--- config.mk ---
export PLATFORM = sky130hd
export DESIGN_NAME = alu_exec_unit
export DESIGN_NICKNAME = d
export VERILOG_FILES = /design/src/rtl/alu_pkg.sv /design/src/rtl/alu_serial_shifter.sv /design/src/rtl/alu_exec_unit.sv
export SDC_FILE = /design/constraint.sdc
export NUM_CORES = 1
export LEC_CHECK = 0
export CAP_MARGIN = 0
export CORE_MARGIN = 1.5
export CORE_UTILIZATION = 30
export CTS_CLUSTER_SIZE = 28
export DETAILED_ROUTE_END_ITERATION = 10
export PLACE_DENSITY = 0.5
export SKIP_CTS_REPAIR_TIMING = 1
export SLEW_MARGIN = 10
export SYNTH_ARGS = -nofsm -noshare
export SYNTH_HDL_FRONTEND = slang
export SYNTH_SLANG_ARGS = --single-unit
--- constraint.sdc ---
create_clock -name clk -period 5.12 [get_ports clk]
set_input_delay 1.28 -clock clk [delete_from_list [all_inputs] [get_ports clk]]
set_output_delay 1.28 -clock clk [all_outputs]
set_load 0.02 [all_outputs]
--- src/rtl/alu_pkg.sv ---
// ---------------------------------------------------------------------------
// alu_pkg
// Shared types for the execute-stage ALU: the ALUType encoding produced by
// the ALU control decoder, the execute FSM states, the default datapath
// width, and a helper that recognises the two shift operations.
// Build option: ALU_FAST_SHIFT_EN (see alu_exec_unit) does not affect
// anything in this package.
// ---------------------------------------------------------------------------
package alu_pkg;

  localparam int XLEN_DEF = 32;

  // Encodings 9..15 are also undefined; they are detected by bit 3 and
  // handled exactly like NDEF.
  typedef enum logic [3:0] {
    ADD  = 4'd0,
    SUB  = 4'd1,
    SLL  = 4'd2,
    SLT  = 4'd3,
    XOR  = 4'd4,
    SRL  = 4'd5,
    OR   = 4'd6,
    AND  = 4'd7,
    NDEF = 4'd8
  } alu_type_e;

  typedef enum logic [1:0] {
    IDLE,
    SHIFT,
    HOLD
  } alu_state_e;

  // True for the two operations that go through the serial shifter.
  function automatic logic isShiftOp(input logic [3:0] op);
    return (alu_type_e'(op) == SLL) || (alu_type_e'(op) == SRL);
  endfunction

endpackage

--- src/rtl/alu_serial_shifter.sv ---
// ---------------------------------------------------------------------------
// alu_serial_shifter
// One-bit-per-cycle logical shifter used by alu_exec_unit for SLL/SRL.
// A load captures the operand, the direction and the shift amount; the
// accumulator then moves one bit per clock until the count runs out.
// Ports:
//   clk, rst  : clock (rising edge) and asynchronous active-high reset
//   i_load    : capture i_data / i_dir / i_shamt this cycle
//   i_dir     : 0 = shift left, 1 = logical shift right (zero fill)
//   i_shamt   : number of positions to shift (must be non-zero on load)
//   i_data    : operand to shift
//   o_busy    : shift in progress (count non-zero)
//   o_done    : the shift performed on the coming edge is the last one
//   o_next    : accumulator value after the shift on the coming edge
// ---------------------------------------------------------------------------
module alu_serial_shifter #(
  parameter int XLEN    = 32,
  parameter int SHAMT_W = $clog2(XLEN)
) (
  input  logic               clk,
  input  logic               rst,
  input  logic               i_load,
  input  logic               i_dir,
  input  logic [SHAMT_W-1:0] i_shamt,
  input  logic [XLEN-1:0]    i_data,
  output logic               o_busy,
  output logic               o_done,
  output logic [XLEN-1:0]    o_next
);

  logic [XLEN-1:0]    r_acc;
  logic [SHAMT_W-1:0] r_cnt;
  logic               r_dir;

  // The next accumulator value is exposed so the parent can register the
  // final result on the same edge as the last shift, saving a cycle.
  assign o_next = r_dir ? (r_acc >> 1) : (r_acc << 1);
  assign o_busy = (r_cnt != '0);
  assign o_done = (r_cnt == SHAMT_W'(1));

  // Accumulator and count: a load always wins so a new shift can start
  // immediately after the previous one has finished.
  always_ff @(posedge clk or posedge rst) begin
    if (rst) begin
      r_acc <= '0;
      r_cnt <= '0;
      r_dir <= 1'b0;
    end else if (i_load) begin
      r_acc <= i_data;
      r_cnt <= i_shamt;
      r_dir <= i_dir;
    end else if (o_busy) begin
      r_acc <= o_next;
      r_cnt <= r_cnt - SHAMT_W'(1);
    end
  end

endmodule

--- src/rtl/alu_exec_unit.sv ---
// ---------------------------------------------------------------------------
// alu_exec_unit
// Execute-stage ALU with valid/ready handshakes on both sides. Takes the
// 4-bit ALUType and two operands, and presents a registered result with
// zero/illegal flags toward the EX/MEM register.
// Ports:
//   clk, rst            : clock (rising edge), asynchronous active-high reset
//   in_valid / in_ready : upstream handshake (op accepted when both high)
//   alu_type            : 0 ADD,1 SUB,2 SLL,3 SLT,4 XOR,5 SRL,6 OR,7 AND,8+ NDEF
//   src1, src2          : operands; shift amount is src2[SHAMT_W-1:0]
//   out_valid/out_ready : downstream handshake for the result
//   result, zero        : registered result and result==0 flag
//   illegal             : the op that produced result was undefined
// Build option:
//   ALU_FAST_SHIFT_EN defined   -> shifts use a combinational barrel shifter,
//                                  every op has 1-cycle latency.
//   ALU_FAST_SHIFT_EN undefined -> shifts run one bit per cycle through
//                                  alu_serial_shifter (latency shamt+1).
// ---------------------------------------------------------------------------
module alu_exec_unit
  import alu_pkg::*;
#(
  parameter int XLEN    = XLEN_DEF,
  parameter int SHAMT_W = $clog2(XLEN)
) (
  input  logic            clk,
  input  logic            rst,
  input  logic            in_valid,
  output logic            in_ready,
  input  logic [3:0]      alu_type,
  input  logic [XLEN-1:0] src1,
  input  logic [XLEN-1:0] src2,
  output logic            out_valid,
  input  logic            out_ready,
  output logic [XLEN-1:0] result,
  output logic            zero,
  output logic            illegal
);

  alu_state_e      r_state;
  logic            r_outValid;
  logic [XLEN-1:0] r_result;
  logic            r_zero;
  logic            r_illegal;

  logic [SHAMT_W-1:0] w_shamt;
  logic               w_accept;
  logic               w_illegal;
  logic [XLEN-1:0]    w_aluResult;
  logic               w_serialStart;
  logic               w_shiftBusy;
  logic               w_shiftDone;
  logic [XLEN-1:0]    w_shiftNext;

  assign w_shamt   = src2[SHAMT_W-1:0];
  assign w_illegal = alu_type[3];

  // A new op may enter only from IDLE, and only when the output register is
  // empty or is being drained this very cycle.
  assign in_ready = (r_state == IDLE) && !w_shiftBusy && (!r_outValid || out_ready);
  assign w_accept = in_valid && in_ready;

`ifdef ALU_FAST_SHIFT_EN
  assign w_serialStart = 1'b0;
  assign w_shiftBusy   = 1'b0;
  assign w_shiftDone   = 1'b0;
  assign w_shiftNext   = '0;
`else
  logic w_isShift;

  // Zero-distance shifts skip the serial path and complete like any other op.
  assign w_isShift     = isShiftOp(alu_type);
  assign w_serialStart = w_accept && w_isShift && (w_shamt != '0);

  alu_serial_shifter #(
    .XLEN    (XLEN),
    .SHAMT_W (SHAMT_W)
  ) u_shifter (
    .clk     (clk),
    .rst     (rst),
    .i_load  (w_serialStart),
    .i_dir   (alu_type_e'(alu_type) == SRL),
    .i_shamt (w_shamt),
    .i_data  (src1),
    .o_busy  (w_shiftBusy),
    .o_done  (w_shiftDone),
    .o_next  (w_shiftNext)
  );
`endif

  // Single-cycle datapath. In the serial build the shift entries only ever
  // see a zero shift amount, so they pass src1 through instead of building
  // a barrel shifter.
  always_comb begin
    w_aluResult = '0;
    case (alu_type_e'(alu_type))
      ADD: w_aluResult = src1 + src2;
      SUB: w_aluResult = src1 - src2;
`ifdef ALU_FAST_SHIFT_EN
      SLL: w_aluResult = src1 << w_shamt;
      SRL: w_aluResult = src1 >> w_shamt;
`else
      SLL: w_aluResult = src1;
      SRL: w_aluResult = src1;
`endif
      SLT: w_aluResult = {{(XLEN-1){1'b0}}, ($signed(src1) < $signed(src2))};
      XOR: w_aluResult = src1 ^ src2;
      OR:  w_aluResult = src1 | src2;
      AND: w_aluResult = src1 & src2;
      default: w_aluResult = '0;
    endcase
  end

  // Execute FSM with registered outputs. IDLE covers single-cycle ops and
  // output backpressure; SHIFT waits for the serial shifter; HOLD parks a
  // finished shift until the consumer takes it. When the consumer is ready
  // as a shift finishes, HOLD is bypassed and IDLE's own ready logic drains
  // the result.
  always_ff @(posedge clk or posedge rst) begin
    if (rst) begin
      r_state    <= IDLE;
      r_outValid <= 1'b0;
      r_result   <= '0;
      r_zero     <= 1'b0;
      r_illegal  <= 1'b0;
    end else begin
      case (r_state)
        IDLE: begin
          if (w_accept) begin
            if (w_serialStart) begin
              r_outValid <= 1'b0;
              r_state    <= SHIFT;
            end else begin
              r_result   <= w_aluResult;
              r_zero     <= (w_aluResult == '0);
              r_illegal  <= w_illegal;
              r_outValid <= 1'b1;
            end
          end else if (r_outValid && out_ready) begin
            r_outValid <= 1'b0;
          end
        end
        SHIFT: begin
          if (w_shiftDone) begin
            r_result   <= w_shiftNext;
            r_zero     <= (w_shiftNext == '0);
            r_illegal  <= 1'b0;
            r_outValid <= 1'b1;
            r_state    <= out_ready ? IDLE : HOLD;
          end
        end
        HOLD: begin
          if (r_outValid && out_ready) begin
            r_outValid <= 1'b0;
            r_state    <= IDLE;
          end
        end
        default: r_state <= IDLE;
      endcase
    end
  end

  assign out_valid = r_outValid;
  assign result    = r_result;
  assign zero      = r_zero;
  assign illegal   = r_illegal;

endmodule

Yosys cells after proc, flatten, opt, wreduce, memory -nomap -nowiden --
Cells that the tools add are included.
Word-level totals: register bits 75, bits in latches 0, RAM bits 0, ROM bits 0, input port bits 72, output and inout bits 36, word-level logic and storage cells 82, memories 0
Cells by class: add/sub/neg operators 3, $mul 0, div/mod/pow operators 0, magnitude comparators 1, equality and inequality tests 15, shift-type cells 0, muxes and demuxes 29, bitwise operators 3, reduce and logical (&&, ||, !) cells 23
Operators by type and width (number):
- 32-bit one-hot mux with 7 select lines | 1
- 32-bit two-way mux | 6
- 32-bit logical NOT | 2
- 32-bit one-hot mux with 2 select lines | 1
- 32-bit adder | 1
- 32-bit AND | 1
- 32-bit < comparator | 1
- 32-bit OR | 1
- 32-bit subtractor | 1
- 32-bit bitwise XOR | 1
- 4-bit by 3-bit equality test with 1-bit output, second input constant | 4
- 1-bit two-way mux | 10
- 2-bit two-way mux | 5
- 5-bit two-way mux | 2
- 5-bit nonzero test | 2
- 4-bit by 2-bit equality test with 1-bit output, second input constant | 2
- 4-bit AND reduction | 2
- 1-bit logical AND | 6
- 2-bit != test, second input constant | 3
- 2-bit one-hot mux with 3 select lines | 1
- 5-bit by 1-bit equality test with 1-bit output, second input constant | 1
- 5-bit by 1-bit subtractor with 5-bit output, second input constant | 1
- 4-bit by 1-bit equality test with 1-bit output, second input constant | 1
- 4-bit logical NOT | 1
- other kinds (12) | 17

Logic depth before layout (Yosys ltp) --
word-level depth 10, mapped depth 15, depth with buffers taken out 14

Cells and area by module --
Synthesis repeated with hierarchy kept, for this count alone.
Second synthesis, totals: cells, all modules 1333, area total of the unflattened synthesis 10204.8 um^2
By module, submodules not included:
- alu_exec_unit | times used 1, cells each 1125, area an instance 8012.7 um^2, sequential area each 925.9 um^2
- alu_serial_shifter | times used 1, cells each 208, area an instance 2192.1 um^2, sequential area each 950.9 um^2

Least setup slack after synthesis --
No wires, ideal clock.
path kind input port to flip-flop, start in src1[0], end reg r_zero, in the netlist zero, library setup time 0.103 ns, data arrival time 4.776 ns, data required time 5.017 ns, path slack 0.240 ns, cell stages on the path 14, path buffers 0, cells stage by stage inv_1 ha_1 fa_1 o21ba_1 or4_4 and2_1 nand2_1 a22oi_1 or3_1 or4_1 nor4_1 nand4b_1 or4_1 o41ai_2
Between the ends: word-level cells in the longest chain between the ends 6, elaborated cells on any way between the ends 11, those cells by class add/sub: 2; order compare: 1; mux: 4; bitwise: 3; reduce/logical: 1
Ends and longest elaborated chain:
- from (decl) | RTL line alu_exec_unit.sv:31 | input logic [XLEN-1:0] src1,
- 32-bit subtractor (tied with other cells) | RTL line alu_exec_unit.sv:98 | SUB: w_aluResult = src1 - src2;
- 32-bit one-hot mux with 7 select lines (*) | RTL line alu_exec_unit.sv:96 | case (alu_type_e'(alu_type))
- 32-bit logical NOT (*) | RTL line alu_exec_unit.sv:135 | r_zero <= (w_aluResult == '0);
- 1-bit two-way mux (*) | RTL line alu_exec_unit.sv:130 | if (w_serialStart) begin
- 1-bit two-way mux (*) | RTL line alu_exec_unit.sv:129 | if (w_accept) begin
- 1-bit one-hot mux with 2 select lines (*) | RTL line alu_exec_unit.sv:127 | case (r_state)
- to (signal assigned) | RTL line alu_exec_unit.sv:135
- to (signal assigned) | RTL line alu_exec_unit.sv:146 | r_zero <= (w_shiftNext == '0);
- to (decl) | RTL line alu_exec_unit.sv:43 | logic r_zero;
Mark *: on every way between the ends. The rest lies on a longest branch, timed or not. The select of a mux whose other input is x is not followed. A chain may end at the register's enable or synchronous reset.

Worst setup path in the final report --
start in src1[7], end reg r_zero, in the netlist zero
Same word-level chain as after synthesis.

==> results.cfg <==
[synthesis]
synth_cells = 1362
yosysSeqAreaShare_pct = 18.7
ys_warn_count = 0
synthDistinctLibCells = 82
synth_compound_area_share_pct = 32.4
syn_area_per_cell_um2 = 7.38
syn_nets = 1554
synth_top_family_by_area = compound AO/OA/AOI/OAI gates
synthFlopType = dfrtp_1
netlist_area_um2 = 10100
synth_top_area_share_pct = 18.7
synth_edf_count = 0
ys_seq_elements = 75
synth_mux_area_share_pct = 4.93
synthXorXnorAreaFrac_pct = 0.348
yosys-top-cells-area = dfrtp_1 (19%), ha_1 (15%), nand2_1 (6.0%)
synthArstFlopShare_pct = 100
yosys.area.top_type = dfrtp_1
yosys.area_share.adder_pct = 15.1
synthSimpleGateAreaFrac_pct = 21.1

[hold_path]
hold_class = flop to flop

[floorplanning]
die_w_um = 186
ioPinCount = 108
die_h_um = 186
coreArea_um2 = 32800
start_util_pct = 30.7
die_area_um2 = 34600
num_rows = 66

[placed_design]
pre_cts_ws_ps = -638
placed_cells = 2161
io_buffers = 107
dp_hpwl_mm = 36.3
place_congestion = 0.954

[final_layout]
final_cell_mix = buf_4 (341), nand2_1 (159), a21oi_1 (107)
drive_gt1_share_pct = 26.9
utilization_pct = 45.2
syn_to_final_growth_pct = 47.5
layout.cells.non_filler = 2188
final_nets = 1933
layout_commonest_cell = buf_4
diodes = 0

[clock_tree]
cts_num_sinks = 75
clk_latency_ps = 330
clockBufferDepth = 2
clockRootBuffer = clkbuf_16
cts_buffers = 9
cts_tree = done
clkTransAtPathRegs_ps = 60
h-tree-depth = 3

[drt]
drt_iter0_drc = 1028
drcViolationCount = 0
routed_wl_mm = 44.8
post_drt_wl_per_cell_um = 20.5
vias_per_cell = 5.50
ant_nets = 0
vias = 12000
drtPass1Iterations = 7

[power]
p_per_area_nw_per_um2 = 168
power_leakage_uw = 0.00668
vdd_ir_drop_max_mv = 0.152

[global_routing]
first_global_vias = 11300
grt-ovfl-total = 0
antenna_found_initial = 1
grt_start_max_net_pins = 61
grt_pass1_wl_mm = 67.1
gr-usage-all-layers_pct = 25.6

[timing]
slew_violations = 0
layout_setup_ws_ps = 69.6
layout_min_cycle_time_ps = 5050
setup_viol_count_final = 0
period_share_pct = 98.6
hold_viol = 0
max_slew_margin_pct = 45.3
tightest_slew_ps = 820
fmax_mhz = 198
worst_hold_slack_ps = 472
fin_skew_ps = 4.79

[setup_path]
crit_type = primary input to flop
cp-end-kind = flop
critical_path_arrival_ps = 5280
critical_path_required_ps = 5350
cp_max_fo = 3
cp-start-kind = primary input

[run_status]
status = finished, final reports clean

[flow_run]
cap_violations = 0
==> cell usage after synthesis (7+ instances only) <==
library cell  number
o21bai_1           9
a21oi_1          115
a21o_1            19
o31ai_1           15
buf_2              8
dfrtp_1           75
nand2b_1          21
clkbuf_1          65
nor3_1            36
buf_1              7
nand2_1          161
mux2_2            12
mux2i_1           36
a211o_1            7
nor2b_1           15
a22oi_1           12
nor4_1            20
o21ai_0           93
a221oi_1           8
a211oi_1          28
nand3_1           24
ha_1             118
inv_1            106
a31oi_1           16
nand4_1           19
and2_1            12
o211ai_1          19
o221ai_1          42
nor2_1           100
==> metal layers <==
metal / global-route usage (%) / part of all wire [%] / vias to the layer above
met4: 6.77 / 2.2 / 2
met2: 39.3 / 43 / 442
met5: 0 / 0.029 / -
li1: - / - / 5785
met3: 4.38 / 7.6 / 60
met1: 36.6 / 47 / 5755
==> worst max-delay path, stage by stage <==
cell	delay, ps
clkdlybuf4s50_1	480
inv_1	70
ha_1	330
buf_4	140
inv_1	70
buf_4	150
a221oi_2	360
a21oi_2	110
a31oi_4	260
buf_4	160
nor2_1	60
a21bo_2	240
a21oi_1	170
a22oi_1	190
a2111o_1	410
or4_4	520
o41ai_2	270
==> through the flow <==
step	power (uW)	area (um2)	setup TNS, ps
after floorplan	1130	10100	0
after global placement	1730	13900	-1600
after detailed placement	1730	13900	-1700
after CTS	2390	14200	-294
after global routing	2600	14800	-31.2
final	2480	14800	0
==> cells by family (layout without fill, tap and decap cells) <==
family / Yosys count / after routing
AO/OA/AOI/OAI: 477 / 477
XOR/XNOR: 4 / 4
adder cells (fa/ha/maj): 120 / 120
buffers and inverters: 192 / 576
flip-flops: 75 / 75
multiplexers: 48 / 48
AND/OR/NAND/NOR: 446 / 446
==> final cells by class <==
cell class | count | area [um2]
clock buffers | 12 | 267
clock inverters | 4 | 47.5
repair buffers | 452 | 3720
inverters | 108 | 405
well taps | 442 | 553
flip-flops and latches | 75 | 1880
fillers | 3362 | 18000
multi-input cells | 1095 | 7960
==> state kept, by name (all words and copies together) (netlist names) <==
register	flops
result	32
u_shifter.r_acc	32
u_shifter.r_cnt	5
r_state	2
illegal	1
out_valid	1
u_shifter.r_dir	1
zero	1
==> final timing paths <==
check	from	end	slack [ps]	cells past startpoint
setup / recovery	src1[7]	zero	70	17
hold / removal	result[29]	result[29]	470	2
setup reg to reg	u_shifter.r_cnt[0]	zero	1450	14
hold reg to reg	result[29]	result[29]	470	2
max in group asynchronous	rst	result[26]	2690	3
min in group asynchronous	rst	u_shifter.r_acc[28]	1420	2
==> report_power, final <==
part           switching [uW]  internal, uW  total, uW
Combinational             666           570       1240
Clock                     241           415        656
Sequential                  0           593        593
No activity file was read; power rests on OpenSTA's default activity.
==> RTL change, RTL diff (same settings) <==
Build with the macro `ALU_FAST_SHIFT_EN` defined.
--- a/src/rtl/alu_exec_unit.sv
+++ b/src/rtl/alu_exec_unit.sv
@@ -19,2 +19,4 @@
 // ---------------------------------------------------------------------------
+`define ALU_FAST_SHIFT_EN
+
 module alu_exec_unit
Behaviour: not the same (a bounded check fails within 4 cycles, from zero or initial values and one cycle with rst high).
==> RTL change against the original RTL <==
- highest routed layer unchanged
- sequential cell count fell by 40
- total power grew 2.1%
- synthesized area grew 11%
- first-iteration DRC count grew 45%
- setup slack improved by 0.00061 ns
- wire length rose by 47%
- core utilization down 1.5 points
- count of clock-buffer cells in the layout is 6 lower
- critical path depth decreased by 4
- maximum frequency barely moved
- design area grew 8.3%
==> RTL change: results (changes against the original RTL) <==
[synthesis]
synth_cells = 1509  ; +11%
synthesis.area_um2 = 11200  ; +11%
synth_top_area_share_pct = 11.8  ; -6.8 points
synth_area_leaders = ha_1 (12%), mux4_2 (10%), dfrtp_1 (7.8%)
synth-xor-area-share_pct = 1.02  ; +0.67 points
synth_seq_area_share_pct = 7.82  ; -11 points
ys_types = 91  ; +11%
synth_nets = 1689  ; +8.7%
synth_mux_area_share_pct = 20.4  ; +15 points

[global_routing]
met3_usage_pct = 3.92  ; -0.46 points
grt_pass1_wl_um = 96200  ; +43%
grt_start_max_net_pins = 50  ; -18%
grtUsageMet1_pct = 46.4  ; +9.7 points
use_met2_pct = 55.1  ; +16 points
grt_antenna_before_repair = 3  ; +2

[run_status]
outcome = finished, final reports clean

[detailed_routing]
routedWlPerCell_um = 27.6  ; +35%
first_pass_iters = 5  ; -2
drt-met1-wl_um = 28800  ; +38%
wl_um = 66100  ; +47%
vias = 14300  ; +19%
drtIter0Drc = 1494  ; +45%
wl_met3_um = 4690  ; +37%

[layout]
clk_share_pct = 0.896  ; -1.2 points
buffers = 535  ; +18%
syn_to_final_growth_pct = 43.4
regArea_um2 = 876  ; -53%
diodes = 3  ; +3
fillCellCount = 3846  ; +14%
num-multi-input-gates = 1251  ; +14%
seq_cell_count = 35  ; -53%
n_all_inverters = 94  ; -13%
clock_buffers = 6  ; -6
multi_input_area_um2 = 9690  ; +22%

[timing]
whs_ns = 0.479  ; +0.00710 ns
slew_headroom_pct = 30.6  ; -15 points
skew_ns = 0.00282  ; -0.00197 ns

[setup_path]
crit_slowest_cell = or4_1
crit_family = simple AND/OR/NAND/NOR gates
r2r_cells = 12  ; -2
r2r_setup_slack_ns = 2.50  ; +1.05 ns
slowest_delay_ns = 0.63  ; +0.11 ns
critPathMaxFanout = 8  ; +5
r2r_start = out_valid$_DFF_PP0_

[power_and_ir_drop]
seqPwrFrac_pct = 13.8  ; -10 points
p_comb_mw = 1.88  ; +52%
power.internal_mw = 1.36  ; -14%

[cts]
cts_max_level = 2  ; -1
clkLatencyLatePin_ns = 0.28  ; -0.05 ns

[place]
dp_slack_ns = -0.630  ; +0.00834 ns
place_area_um2 = 15700  ; +13%

RTL change: changes by cell type in the layout (fill, tap and decap cells not counted), sizes merged, moves of 23 or more:
cell / unedited run / this run
mux2: 12 / 47
dfrtp: 75 / 35
buf: 346 / 433
o221ai: 42 / 9
mux4: 0 / 52
nand2: 161 / 138
RTL change: how the worst min path moves through the flow:
stage                                   endpoint              startpoint  slack (ns)
after floorplan           result[10]$_DFFE_PP0P_  result[10]$_DFFE_PP0P_        0.59
after global placement    result[31]$_DFFE_PP0P_  result[31]$_DFFE_PP0P_        0.47
after detailed placement  result[27]$_DFFE_PP0P_  result[27]$_DFFE_PP0P_        0.47
after CTS                 result[10]$_DFFE_PP0P_  result[10]$_DFFE_PP0P_        0.49
after global routing      result[27]$_DFFE_PP0P_  result[27]$_DFFE_PP0P_        0.51
final                     result[10]$_DFFE_PP0P_  result[10]$_DFFE_PP0P_        0.48
